==> src/rtl/sumsq_pkg.sv <==
// Shared widths and state encoding for the sum-of-squares engine.
package sumsq_pkg;

    typedef enum logic {
        IDLE,
        RUN
    } sumsq_st_e;

    function automatic int sum_w(input int in_w, input int n_ch);
        return 2 * in_w - 1 + $clog2(n_ch);
    endfunction

    function automatic int acc_w(input int in_w, input int n_ch, input int cnt_w);
        return sum_w(in_w, n_ch) + cnt_w;
    endfunction

    function automatic int max_i(input int a, input int b);
        return (a > b) ? a : b;
    endfunction

endpackage

==> src/rtl/sumsq_adder_tree.sv <==
// S1 registered per-channel squares and S2 registered balanced adder tree.
module sumsq_adder_tree
    import sumsq_pkg::*;
#(
    parameter int N_CH = 2,
    parameter int IN_W = 16
) (
    input  logic                             clk,
    input  logic                             rstn,
    input  logic                             en,
    input  logic                             in_valid,
    input  logic [N_CH*IN_W-1:0]             in_data,
    output logic                             out_valid,
    output logic [sum_w(IN_W, N_CH)-1:0]     out_sum
);

    localparam int SQ_W  = 2 * IN_W - 1;
    localparam int SUM_W = sum_w(IN_W, N_CH);
    localparam int NP    = 1 << $clog2(N_CH);

    logic signed [IN_W-1:0]  smp  [N_CH];
    logic        [SQ_W-1:0]  sq_d [N_CH];
    logic        [SQ_W-1:0]  sq_q [N_CH];
    logic        [SUM_W-1:0] node [2*NP];
    logic                    v1_q;

    // Low SQ_W bits of the product are exact: the square always fits in SQ_W bits.
    always_comb begin
        for (int unsigned k = 0; k < N_CH; k++) begin
            smp[k]  = in_data[k*IN_W +: IN_W];
            sq_d[k] = SQ_W'(smp[k] * smp[k]);
        end
    end

    // Heap-ordered tree: leaves at NP..2*NP-1, root at node[1], missing leaves zero.
    always_comb begin
        for (int unsigned i = 0; i < 2 * NP; i++) begin
            node[i] = '0;
        end
        for (int unsigned k = 0; k < N_CH; k++) begin
            node[NP+k] = SUM_W'(sq_q[k]);
        end
        for (int unsigned j = 1; j < NP; j++) begin
            node[NP-j] = node[2*(NP-j)] + node[2*(NP-j)+1];
        end
    end

    always_ff @(posedge clk) begin
        if (!rstn) begin
            v1_q      <= 1'b0;
            out_valid <= 1'b0;
        end else if (en) begin
            v1_q      <= in_valid;
            out_valid <= v1_q;
        end
    end

    always_ff @(posedge clk) begin
        if (en) begin
            for (int unsigned k = 0; k < N_CH; k++) begin
                sq_q[k] <= sq_d[k];
            end
            out_sum <= node[1];
        end
    end

endmodule

==> src/rtl/sumsq_acc_pipe.sv <==
// Multi-channel signed sum-of-squares engine with PASS / windowed ACC modes and output saturation.
module sumsq_acc_pipe
    import sumsq_pkg::*;
#(
    parameter int N_CH  = 2,
    parameter int IN_W  = 16,
    parameter int CNT_W = 8,
    parameter int OUT_W = 40
) (
    input  logic                 clk,
    input  logic                 rstn,
    input  logic                 in_valid,
    output logic                 in_ready,
    input  logic [N_CH*IN_W-1:0] in_data,
    input  logic                 mode_acc,
    input  logic [CNT_W-1:0]     win_len,
    output logic                 out_valid,
    input  logic                 out_ready,
    output logic [OUT_W-1:0]     out_data,
    output logic                 out_sat,
    output logic                 out_last
);

    localparam int SUM_W = sum_w(IN_W, N_CH);
    localparam int ACC_W = acc_w(IN_W, N_CH, CNT_W);
    localparam int EXT_W = max_i(ACC_W, OUT_W) + 1;

    logic              adv;
    logic              s2_valid;
    logic [SUM_W-1:0]  s2_sum;

    sumsq_st_e         st_q, st_d;
    logic [ACC_W-1:0]  acc_q, acc_d;
    logic [CNT_W-1:0]  cnt_q, cnt_d;
    logic [CNT_W-1:0]  len_q, len_d;
    logic [CNT_W-1:0]  win_eff;
    logic [ACC_W-1:0]  s_ext;
    logic [ACC_W-1:0]  res;
    logic [EXT_W-1:0]  res_ext;
    logic              emit;
    logic              sat;
    logic [OUT_W-1:0]  data_d;

    assign adv      = !out_valid || out_ready;
    assign in_ready = adv;

    sumsq_adder_tree #(
        .N_CH (N_CH),
        .IN_W (IN_W)
    ) u_tree (
        .clk       (clk),
        .rstn      (rstn),
        .en        (adv),
        .in_valid  (in_valid),
        .in_data   (in_data),
        .out_valid (s2_valid),
        .out_sum   (s2_sum)
    );

    always_comb begin
        st_d    = st_q;
        acc_d   = acc_q;
        cnt_d   = cnt_q;
        len_d   = len_q;
        emit    = 1'b0;
        res     = '0;
        win_eff = (win_len == '0) ? CNT_W'(1) : win_len;
        s_ext   = ACC_W'(s2_sum);
        if (s2_valid) begin
            unique case (st_q)
                IDLE: begin
                    if (!mode_acc || win_eff == CNT_W'(1)) begin
                        emit = 1'b1;
                        res  = s_ext;
                    end else begin
                        acc_d = s_ext;
                        cnt_d = CNT_W'(1);
                        len_d = win_eff;
                        st_d  = RUN;
                    end
                end
                RUN: begin
                    if (cnt_q + CNT_W'(1) == len_q) begin
                        emit  = 1'b1;
                        res   = acc_q + s_ext;
                        acc_d = '0;
                        cnt_d = '0;
                        st_d  = IDLE;
                    end else begin
                        acc_d = acc_q + s_ext;
                        cnt_d = cnt_q + CNT_W'(1);
                    end
                end
                default: st_d = IDLE;
            endcase
        end
    end

    // Anything at or above bit OUT_W means the result exceeds 2**OUT_W-1.
    always_comb begin
        res_ext = EXT_W'(res);
        sat     = |(res_ext >> OUT_W);
        data_d  = sat ? '1 : res_ext[OUT_W-1:0];
    end

    always_ff @(posedge clk) begin
        if (!rstn) begin
            st_q      <= IDLE;
            acc_q     <= '0;
            cnt_q     <= '0;
            len_q     <= '0;
            out_valid <= 1'b0;
            out_data  <= '0;
            out_sat   <= 1'b0;
            out_last  <= 1'b0;
        end else if (adv) begin
            st_q      <= st_d;
            acc_q     <= acc_d;
            cnt_q     <= cnt_d;
            len_q     <= len_d;
            out_valid <= emit;
            if (emit) begin
                out_data <= data_d;
                out_sat  <= sat;
                out_last <= 1'b1;
            end
        end
    end

endmodule

==> config.mk <==
export PLATFORM = sky130hd
export DESIGN_NAME = sumsq_acc_pipe
export DESIGN_NICKNAME = d
export VERILOG_FILES = /design/src/rtl/sumsq_pkg.sv /design/src/rtl/sumsq_adder_tree.sv /design/src/rtl/sumsq_acc_pipe.sv
export SDC_FILE = /design/constraint.sdc
export NUM_CORES = 2
export LEC_CHECK = 0
export ABC_AREA = 1
export ABC_CLOCK_PERIOD_IN_PS = 13400
export CAP_MARGIN = 20
export CORE_MARGIN = 2
export CORE_UTILIZATION = 50
export CTS_BUF_LIST = sky130_fd_sc_hd__clkbuf_4
export DETAILED_ROUTE_END_ITERATION = 10
export GPL_ROUTABILITY_DRIVEN = 0
export GPL_TIMING_DRIVEN = 0
export PLACE_DENSITY_LB_ADDON = 0.12
export SETUP_SLACK_MARGIN = 0.1
export SYNTH_ARGS = -nofsm -noshare
export SYNTH_HDL_FRONTEND = slang
export SYNTH_HIERARCHICAL = 1
export SYNTH_SLANG_ARGS = --single-unit
export TNS_END_PERCENT = 10
==> constraint.sdc <==
create_clock -name clk -period 13.4 [get_ports clk]
set_input_delay 1.34 -clock clk [delete_from_list [all_inputs] [get_ports clk]]
set_output_delay 1.34 -clock clk [all_outputs]
set_load 0.05 [all_outputs]
Word level (Yosys, flattened, before mapping)
Memories as Yosys holds them, arrays and structs flattened.
Cells that the tools add are included.
{"block": "totals", "register_bits": 133, "mem_bits_rw": 62, "inputBits": 45, "output_inout_bits": 44, "wordCells": 50, "mem_count": 1}
{"memory": "u_tree.sq_q", "words": 2, "word_bits": 31, "rd": 2, "rd_clocked_by_memory_dff": 0, "write_ports": 2, "line": "sumsq_adder_tree.sv:23", "text": "logic [SQ_W-1:0] sq_q [N_CH];"}
{"block": "classes", "addsub": 3, "multipliers": 2, "n_eq_ne": 3, "n_mux": 20, "bitwise": 2, "n_reduce_logical": 9}
{"operator": "40-bit 2-to-1 mux", "n": 4}
{"operator": "40-bit one-hot mux with 2 select lines", "n": 2}
{"operator": "16-bit by 16-bit multiplier with 31-bit output", "n": 2}
{"operator": "40-bit by 32-bit adder with 40-bit output", "n": 1}
{"operator": "31-bit by 31-bit adder with 32-bit output", "n": 1}
{"operator": "32-bit 2-to-1 mux", "n": 1}
{"operator": "8-bit 2-to-1 mux", "n": 3}
{"operator": "8-bit one-hot mux with 2 select lines", "n": 1}
{"operator": "8-bit by 1-bit adder with 8-bit output (second input constant)", "n": 1}
{"operator": "8-bit by 1-bit == test with 1-bit output (second input constant)", "n": 1}
{"operator": "8-bit == test", "n": 1}
{"operator": "8-bit zero test", "n": 1}
{"operator": "1-bit 2-to-1 mux", "n": 7}
{"operator": "1-bit one-hot mux with 2 select lines", "n": 2}
{"operator": "2-bit AND reduction", "n": 2}
{"operator": "4-bit AND reduction", "n": 1}
{"operator": "3-bit AND reduction", "n": 1}
{"operator": "1-bit zero test", "n": 2}
{"operator": "1-bit logical OR", "n": 2}
{"operator": "2-bit != test (second input constant)", "n": 1}
{"operator": "1-bit inverter", "n": 2}

Depth between registers and ports, before layout
{"block": "logic_depth", "depth_word": 8, "ltp_mapped": 26, "ltp_nobuf": 25}

Hierarchy
The synthesis kept the hierarchy.
{"mod": "sumsq_adder_tree", "n_inst": 1, "cells_each": 2906, "area_per_inst_um2": 23551.3, "seq_area_each_um2": 2802.7}
{"mod": "sumsq_acc_pipe", "n_inst": 1, "cells_each": 1434, "area_per_inst_um2": 7790.0, "seq_area_each_um2": 1981.9}

Least setup slack after synthesis
No wires, ideal clock.
{"block": "synth_path", "path_type": "input to register", "startpoint": "input in_data[17]", "endpoint": "memory u_tree/sq_q[0][61] (netlist name) (data pin)", "setup_ns": 0.252, "arrival_time_ns": 6.406, "required_time_ns": 13.148, "setup_slack_ns": 6.742, "cell_stages": 24, "n_path_buf": 2, "cell_sequence": "clkbuf_1 > clkbuf_1 > nand2_1 > inv_1 > fa_1 > inv_1 > fa_1 > inv_1 > fa_1 > inv_1 > fa_1 > inv_1 > fa_1 > fa_1 > ha_1 > nand2_1 > nor2_1 > nand2_1 > nor3_1 > nand2_1 > nand3_1 > inv_1 > nand2_1 > nand2_1"}
{"item": "from (decl)", "line": "sumsq_acc_pipe.sv:14", "text": "input logic [N_CH*IN_W-1:0] in_data,"}
{"item": "to (decl)", "line": "sumsq_adder_tree.sv:23"}

==> results.md <==
- Number of buffers created by CTS: 17
- Core Area: about 62000 um2
- Routed vias: ~26000
- DRT Pass-1 Iters: 8
- Register area: between 4000 and 5000 um2
- Worst-path maximum fanout: 10
- Post-CTS setup buffer count: 0
- Status: finished, final reports clean
- I/O pin count: 89
- Setup-failing EPs final: 0
- Routed wire per std cell: between 15 and 20 um
- Hold-fix buffers at CTS: 0
- Syn. warnings: 6
- Cell Rows: 91
- CTS root buf: clkbuf_4
- Die W: roughly 250 um
- Critical path's largest stage delay: between 600 and 700 ps
- Synth Register Bits: about 190
- Synth Flop Type: dfxtp_1
- First-pass GRT wire length: 129900 um
- Net Count, Synth: roughly 5100
- CTS tree: built
- Layout Nets: slightly above 5000
- Final slew viol count: 0
- Vias in the first global route: 25647
- Setup tns final: 0 ps
- Clk buf depth: 2
- Max-cap violations: 0
- CTS resizes: 0
- Avg Inst Size Synth: around 7.2 um2
- Max Freq: 134.0 MHz
- Clock sink total: between 150 and 200
- WP data arrival: 7910 ps
- Final hold vios: 0
- Vias per cell: about 5
- Filler Cell Count: 6173
- Seq/Total Area, Yosys: between 10% and 20%
- CP endpoint kind: register
- Synth unique cells: 46
- Crit Path Class: input port to register
- Clock latency on the worst-skew pair: 680 ps
- Multi-input logic area: around 22000 um2
- Starting Density: 50.69%
- Post-route ant nets: 0
- Synthesized area: 31340 um2
- Worst-Margin Slew: around 860 ps
- Post-layout util: 54.02%
- Number of antenna violations at the first check in global routing: 2
- Total GRT Usage: between 20% and 30%
- Period utilisation layout: 55.69%
- Crit-path slowest cell: fa_1
- Post-synthesis cell count: around 4300
- Grt total ovfl: 0
- CP Launch Type: input port
- Number of synthesized flops with an enable pin: between 90 and 100
- Die height: around 250 um
- Setup Skew: roughly 43 ps
- Hold WC Path Type: register to register
- DRC errors left: 0
- Die ar.: approximately 65000 um2
- Worst endpoint required time: between 10000 and 15000 ps
- H-tree levels: 4
- HPWL after DPL: 69530 um
- RSZ-0062 raised after global routing: false
- PortBufs: 70
- Layout cells sized above 1: under 10%
- Initial DRC Count: ~1700
- Rel. slew slack: a little over two fifths
- Async set-reset flop share out of synthesis: 0%
- Clock Pin Slew Worst Setup and Hold Paths: 160 ps
- Layout area overhead: 6.567%
- Final wirelength: approximately 80000 um
- Tmin final: around 7500 ps
- Largest net degree at the start of global routing: slightly above 50
[metal layers]
metal  vias up  GRT usage, %  wire (um)
li1      13017             -          -
met4         0         8.034       2443
met5         -             0          0
met1     12329         32.92      34180
met3       102         2.888       3640
met2       593         45.58      39740
[critical path: cells and delay by family]
kind / cells / cell delay, ps
adder cells (fa/ha/maj): 7 / 3470
buffers and inverters: 9 / 2000
AND/OR/NAND/NOR: 9 / 1090
[worst paths after layout]
kind	start	to	slack, ps	cells past startpoint
worst min-delay path	out_last	out_last	460	2
worst min register to register	out_last	out_last	460	2
worst max register to register	out_valid	out_data[25]	10630	7
worst max-delay path	in_data[31]	u_tree/sq_q[0][61]	5940	25
[logic make-up after synthesis]
kind of cell,share of synthesized area [%]
AOI/OAI and AO/OA,5.066
adders and majority gates,38.64
DFF,15.27
and+or+nand+nor,23.89
muxes,0.03593
xor gates and xnor gates,2.319
buffers and inverters,14.77
other,0.01197
[cells in the final DEF, fill, tap and decap left out, types with 8 or more instances in the layout]
cell type        instances
nand2_1               1283
inv_1                 1103
fa_1                   460
nor2_1                 278
ha_1                   232
a21oi_1                189
nand3_1                177
dfxtp_1                101
edfxtp_1                92
clkbuf_1                83
xor2_1                  73
o21ai_0                 72
clkdlybuf4s50_1         70
nand4_1                 44
nor3_1                  23
clkbuf_4                19
o21bai_1                16
buf_2                   13
xnor2_1                 10
or2_2                    8
nand3_2                  8
[cell type report]
type	instances	share of cell area, %
diodes	3	0.02248
plain buffers	108	1.375
clock buffers	19	0.4271
clock inverters	13	0.3746
inverters	1111	12.49
multi-input cells	2928	65.67
flip-flops and latches	193	14.33
well taps	837	3.136
repair buffers	71	2.180
[Yosys cell counts (72+ instances only)]
library cell  count  share of area (%)
nand2_1        1284                 15
nor2_1          278                3.3
ha_1            232                9.3
dfxtp_1         101                6.5
edfxtp_1         92                8.8
fa_1            460                 29
nand3_1         177                2.8
xor2_1           73                2.0
a21oi_1         189                3.0
clkbuf_1         83               0.99
inv_1          1103                 13
o21ai_0          72                1.1
[through the flow]
stage | cell area [um2] | worst slack, ps | std cells | hold slack (ps)
2_1_floorplan | 31340 | 6742 | 4340 | 444.2
3_3_place_gp | 33090 | 5232 | 5247 | 442.3
3_5_place_dp | 33120 | 5203 | 5248 | 443.1
4_1_cts | 33390 | 5937 | 5280 | 464.4
5_1_grt | 33400 | 5512 | 5283 | 480.3
6_report | 33400 | 5937 | 5283 | 460.8
[flip-flops by register name, summed over array words and instances (netlist names)]
name,count
cnt_q,8
u_tree/v1_q,1
st_q,1
u_tree/sq_q,60
u_tree/out_valid,1
len_q,8
out_data,40
out_valid,1
u_tree/out_sum,32
acc_q,40
out_last,1
Power is not shown: default switching activity piles up to over one toggle a cycle in this logic, so the estimate is an artifact.
